## config.mk

```make
export PLATFORM = sky130hd
export DESIGN_NAME = mem_stage
export DESIGN_NICKNAME = d
export VERILOG_FILES = /design/src/rtl/mem_stage_pkg.sv /design/src/rtl/mem_stage_align.sv /design/src/rtl/mem_stage.sv
export SDC_FILE = /design/constraint.sdc
export NUM_CORES = 1
export LEC_CHECK = 0
export CAP_MARGIN = 20
export CORE_UTILIZATION = 42
export CTS_BUF_LIST = sky130_fd_sc_hd__clkbuf_4
export CTS_CLUSTER_SIZE = 20
export DETAILED_ROUTE_END_ITERATION = 8
export PLACE_DENSITY = 0.89
export REMOVE_ABC_BUFFERS = 1
export SLEW_MARGIN = 10
export SYNTH_ARGS = -nofsm -noshare
export SYNTH_HDL_FRONTEND = slang
export SYNTH_HIERARCHICAL = 1
export SYNTH_SLANG_ARGS = --single-unit
```

## constraint.sdc

```tcl
create_clock -name clk -period 5.11 [get_ports clk]
set_input_delay 1.022 -clock clk [delete_from_list [all_inputs] [get_ports clk]]
set_output_delay 1.022 -clock clk [all_outputs]
set_load 0.05 [all_outputs]
```

## src/rtl/mem_stage_pkg.sv

```systemverilog
// Shared definitions for the memory-access stage: mem_ctrl bit positions, access sizes, FSM states.
// Optional feature macro: MEM_MISALIGN_EN (see mem_stage.sv).
package mem_stage_pkg;

  localparam int unsigned CTRL_LOAD  = 4;
  localparam int unsigned CTRL_STORE = 3;
  localparam int unsigned CTRL_UNS   = 2;

  typedef enum logic [1:0] {
    MEM_B = 2'b00,
    MEM_H = 2'b01,
    MEM_W = 2'b10
  } mem_size_e;

  typedef enum logic [1:0] {
    S_IDLE,
    S_REQ,
    S_WAIT,
    S_DONE
  } mem_state_e;

  // Size code 2'b11 falls into the word branch in both helpers.
  function automatic logic misaligned(input logic [1:0] size, input logic [1:0] lo);
    case (size)
      MEM_B:   return 1'b0;
      MEM_H:   return lo[0];
      default: return (lo != 2'b00);
    endcase
  endfunction

  function automatic logic [1:0] align_lo(input logic [1:0] size, input logic [1:0] lo);
    case (size)
      MEM_B:   return lo;
      MEM_H:   return {lo[1], 1'b0};
      default: return 2'b00;
    endcase
  endfunction

endpackage

```

## src/rtl/mem_stage_align.sv

```systemverilog
// mem_align: combinational byte-enable / store-data lane replication and load lane-select with
// sign or zero extension. 32-bit data bus, four byte lanes.
module mem_align
  import mem_stage_pkg::*;
(
  input  logic [1:0]  size_i,
  input  logic [1:0]  addr_lo_i,
  input  logic        uns_i,
  input  logic [31:0] din_i,
  input  logic [31:0] rdata_i,
  output logic [3:0]  be_o,
  output logic [31:0] wdata_o,
  output logic [31:0] ldata_o
);

  logic [7:0]  byte_sel;
  logic [15:0] half_sel;

  always_comb begin
    byte_sel = rdata_i[{addr_lo_i, 3'b000} +: 8];
    half_sel = addr_lo_i[1] ? rdata_i[31:16] : rdata_i[15:0];
    be_o     = '1;
    wdata_o  = din_i;
    ldata_o  = rdata_i;
    case (size_i)
      MEM_B: begin
        be_o    = 4'b0001 << addr_lo_i;
        wdata_o = {4{din_i[7:0]}};
        ldata_o = {{24{~uns_i & byte_sel[7]}}, byte_sel};
      end
      MEM_H: begin
        be_o    = 4'b0011 << {addr_lo_i[1], 1'b0};
        wdata_o = {2{din_i[15:0]}};
        ldata_o = {{16{~uns_i & half_sel[15]}}, half_sel};
      end
      default: ;
    endcase
  end

endmodule

```

## src/rtl/mem_stage.sv

```systemverilog
// mem_stage: memory-access stage driving the req/gnt/rvalid data bus and stalling until done.
// Define MEM_MISALIGN_EN to flag misaligned H/W accesses instead of forcing natural alignment.
module mem_stage
  import mem_stage_pkg::*;
#(
  parameter int unsigned ADDR_W = 32,
  parameter int unsigned DATA_W = 32
) (
  input  logic                  clk,
  input  logic                  rst,
  input  logic [DATA_W-1:0]     EX_MEM_alu_res,
  input  logic [DATA_W-1:0]     EX_MEM_mem_din,
  input  logic [4:0]            EX_MEM_mem_ctrl,
  input  logic                  EX_MEM_vld,
  output logic                  dmem_req,
  output logic                  dmem_we,
  output logic [ADDR_W-1:0]     dmem_addr,
  output logic [DATA_W/8-1:0]   dmem_be,
  output logic [DATA_W-1:0]     dmem_wdata,
  input  logic                  dmem_gnt,
  input  logic                  dmem_rvalid,
  input  logic [DATA_W-1:0]     dmem_rdata,
  output logic [DATA_W-1:0]     MEM_data,
  output logic                  MEM_vld,
  output logic                  MEM_stall,
  output logic                  MEM_misalign
);

  mem_state_e        state_q, state_d;
  logic [DATA_W-1:0] load_q, load_d;
  logic              is_store, mem_op, mis, issue;
  logic [1:0]        addr_lo;
  logic [DATA_W-1:0] ldata;
  logic              req_c, vld_c, stall_c;

  // A set store bit wins over the load bit.
  assign is_store = EX_MEM_mem_ctrl[CTRL_STORE];
  assign mem_op   = EX_MEM_vld & (EX_MEM_mem_ctrl[CTRL_LOAD] | is_store);

`ifdef MEM_MISALIGN_EN
  assign mis     = mem_op & misaligned(EX_MEM_mem_ctrl[1:0], EX_MEM_alu_res[1:0]);
  assign addr_lo = EX_MEM_alu_res[1:0];
`else
  assign mis     = 1'b0;
  assign addr_lo = align_lo(EX_MEM_mem_ctrl[1:0], EX_MEM_alu_res[1:0]);
`endif

  mem_align u_align (
    .size_i    (EX_MEM_mem_ctrl[1:0]),
    .addr_lo_i (addr_lo),
    .uns_i     (EX_MEM_mem_ctrl[CTRL_UNS]),
    .din_i     (EX_MEM_mem_din),
    .rdata_i   (dmem_rdata),
    .be_o      (dmem_be),
    .wdata_o   (dmem_wdata),
    .ldata_o   (ldata)
  );

  assign dmem_addr = {EX_MEM_alu_res[ADDR_W-1:2], 2'b00};
  assign dmem_we   = is_store;
  assign issue     = (state_q == S_REQ) | ((state_q == S_IDLE) & mem_op & ~mis);

  always_comb begin
    state_d  = state_q;
    load_d   = load_q;
    req_c    = 1'b0;
    vld_c    = 1'b0;
    stall_c  = 1'b0;
    MEM_data = EX_MEM_alu_res;
    if (issue) begin
      req_c   = 1'b1;
      vld_c   = dmem_gnt & is_store;
      stall_c = ~(dmem_gnt & is_store);
      if (dmem_gnt) state_d = is_store ? S_IDLE : S_WAIT;
      else          state_d = S_REQ;
    end else begin
      case (state_q)
        S_IDLE: vld_c = EX_MEM_vld & ~mem_op;
        S_WAIT: begin
          stall_c = 1'b1;
          if (dmem_rvalid) begin
            load_d  = ldata;
            state_d = S_DONE;
          end
        end
        S_DONE: begin
          MEM_data = load_q;
          vld_c    = 1'b1;
          state_d  = S_IDLE;
        end
        default: state_d = S_IDLE;
      endcase
    end
  end

  // Handshake outputs are forced low while reset is held, independent of the EX/MEM inputs.
  assign dmem_req     = req_c & rst;
  assign MEM_vld      = vld_c & rst;
  assign MEM_stall    = stall_c & rst;
  assign MEM_misalign = (state_q == S_IDLE) & mis & rst;

  always_ff @(posedge clk or negedge rst) begin
    if (!rst) begin
      state_q <= S_IDLE;
      load_q  <= '0;
    end else begin
      state_q <= state_d;
      load_q  <= load_d;
    end
  end

endmodule

```

==> metrics, run 1 <==
Sinks on Clock Net 34; nets around 600; crit-path max FO 18; Core ar. roughly 8000 sq um; Yosys top cell by area dfrtp_1; FF+latch count, synth 34; Wirelength per Cell between 15 and 20 um; worst ir drop on vdd between 0.15 and 0.2 mV; clk_lat worst skew 0.34 ns; EDFF count, synth 0; P&R area growth vs syn 56.15%; overall die height 93.30 um; Seq/Total Area, Yosys between 20 and 25%; Boundary Pins 211; vias per cell approximately 5.3; WP data arrival ~3.6 ns; hold buffers post-CTS 0; final setup vio count 0; die area 8705 sq um; Starting DRT DRC Count 72; Initial Util ~44%; first drt pass iteration count 4; Clock Path Buffers 2; power density over cell area 330.5 nW/um^2; Post-CTS Resized 0; initial antenna violation count 0; Crit. End Element output pin; mux share of post-synthesis cell area between 30% and 40%; clock slew at reported path FFs approximately 0.10 ns; Worst Tran Pin Value around 0.9 ns; Post-Synth Simple-Gate Area under 10%; critical setup path kind in -> out; Syn Area/Cell ~10 sq um; Port-buffer cells slightly above 200; P_int between 1 and 1.5 mW; clock share of power around 14%; Worst EP required slightly above 4 ns; final wirelength between 10000 and 15000 um; Vias roughly 3200; asr flop ratio synth 100.0%; Fmax achieved roughly 220 MHz; switching part of the total about two fifths; predominant post-synthesis flop cell dfrtp_1; Setup TNS 0 ns; top cells by count, synth buf_4, mux2_2, mux2_4; most area-consuming cells after synthesis dfrtp_1, mux2_4, mux2_2; vias in the first global route between 3000 and 4000; top cell type's share of synthesized area between 20% and 30%; final instance area ~5500 sq um; detailed-placement wirelength estimate ~8300 um; DP Cell Count 587; Multi-input gate area roughly 2200 sq um; Antenna Nets Post-Route 0; GRT Total Usage 24.26%; Site Rows 32; status complete, no violations; Synth Area in Adders 1.430%; ant diodes 0; Seq. cell area ~850 sq um; sequential power share between 20% and 30%; Layout Skew 0.01517 ns; compound-gate portion of the synthesized area ~14%; Slew Limit Fails 0; post-layout minimum cycle time approximately 4.6 ns; synthesized instance count 337; largest net degree at the start of global routing 44; Slew headroom between 40% and 50%; combinational cell fraction of total power around three fifths; clock buffer count from CTS 5; layout cells sized above 1 about a quarter; H-tree levels 2; CTS tree yes; XOR/XNOR Fraction of Synth Area 0%; post-CTS setup buffer count 0; Residual DRC 0; Final Cycle Share about 90%; main combinational cell family by area after synthesis multiplexers; startpoint types input pin; gpl congestion ~0.76; PnR worst setup slack ~0.52 ns; Max Cap Viol 0; dpl cell area about 5400 sq um; CTS root buf clkbuf_4; fin cells a little under 600; setup slack at placement 0.5249 ns; leak pwr approximately 2.3 nW; P_sw between 0.7 and 0.8 mW; Filler Cell Count a little under 600; worst hold path class reg -> reg; final hold vios 0; Warnings, synthesis 6; global-route wire length before repair between 15000 and 20000 um; Mapped Area roughly 3500 sq um; Netlist cell types 40; die width 93.30 um; gr ovfl total 0; RSZ-0062 raised after global routing false
-- critical path, stage by stage --
cell and delay (ns):
clkdlybuf4s50_1 0.49, o211a_4 0.29, or3b_2 0.46, buf_4 0.25, mux2_4 0.33, clkdlybuf4s50_1 0.71
-- state kept, by name (all words and copies together) (netlist names) --
register,cells
load_q,32
state_q,2
-- final cells by class --
type                            count  area share, %
Multi-Input combinational cell    231          39.35
Tap cell                          102          2.335
Inverter                            5         0.3433
Timing Repair Buffer              215          40.56
Sequential cell                    34          15.56
Clock buffer                        5         0.6867
Clock inverter                      3          1.167
-- power groups by stage --
stage	sequential [mW]	combinational, mW	clock (mW)
after floorplan	0.451	0.676	0
after global placement	0.477	1.06	0
after detailed placement	0.483	1.09	0
after CTS	0.477	1.09	0.254
after global routing	0.493	1.14	0.263
final	0.476	1.08	0.247
-- path summary, 6_finish.rpt --
check | startpoint | end | slack (ns) | depth (start not counted)
worst min register to register | load_q[6]$_DFFE_PN0P_ | load_q[6]$_DFFE_PN0P_ | 0.49 | 1
worst max-delay path | EX_MEM_mem_ctrl[3] | MEM_data[18] | 0.52 | 6
worst max register to register | state_q[0]$_DFFE_PN0P_ | load_q[16]$_DFFE_PN0P_ | 3.07 | 6
max in group asynchronous | rst | load_q[22]$_DFFE_PN0P_ | 4.02 | 2
worst min-delay path | load_q[6]$_DFFE_PN0P_ | load_q[6]$_DFFE_PN0P_ | 0.49 | 1
min in group asynchronous | rst | state_q[0]$_DFFE_PN0P_ | 0.74 | 2
-- metal layers --
metal / share of wire [%] / track usage [%] / vias up
met1: 41 / 29.01 / 1518
met4: 1.9 / 6.923 / 0
met5: 0 / 0 / -
met3: 6.0 / 4.715 / 20
met2: 51 / 43.87 / 119
li1: - / - / 1498
-- through the flow --
step / hold WS [ns] / utilization, % / power (mW)
2_1_floorplan: 0.4583 / - / 1.126
3_3_place_gp: 0.4701 / 68.02 / 1.537
3_5_place_dp: 0.4750 / 68.02 / 1.571
4_1_cts: 0.4974 / 69.31 / 1.822
5_1_grt: 0.5248 / 69.31 / 1.900
6_report: 0.4950 / 69.31 / 1.807
-- logic make-up (layout without fill, tap and decap cells) --
family	Yosys count	in the layout
fa+ha+maj	4	4
mux	102	102
simple gates	61	61
buf+inv	74	228
compound gates	61	61
other cells	1	3
flops	34	34
-- placed cells by master (no fill, tap or decap), drive strengths merged, types with 2 or more instances in the layout --
| cell | Yosys | routed |
|---|---|---|
| nor3 | 2 | 2 |
| clkbuf | 6 | 5 |
| nor2 | 10 | 10 |
| a221o | 7 | 7 |
| clkdlybuf4s50 | 0 | 193 |
| inv | 5 | 5 |
| ha | 4 | 4 |
| conb | 1 | 3 |
| nand2 | 17 | 17 |
| dfrtp | 34 | 34 |
| or3b | 3 | 3 |
| or2 | 2 | 2 |
| mux2i | 19 | 19 |
| o21ai | 9 | 9 |
| o22ai | 18 | 18 |
| mux2 | 83 | 83 |
| o21bai | 4 | 4 |
| a22oi | 9 | 9 |
| nor2b | 22 | 22 |
| buf | 63 | 22 |
| o221ai | 8 | 8 |
| bufinv | 0 | 2 |
Power figures use the tool's default switching activity.
==> inputs of run 2 (changes only) <==
SKIP_LAST_GASP = 1   (was default)
==> results of run 2 <==
Final layout, timing and power as in run 1 (identical DEF).
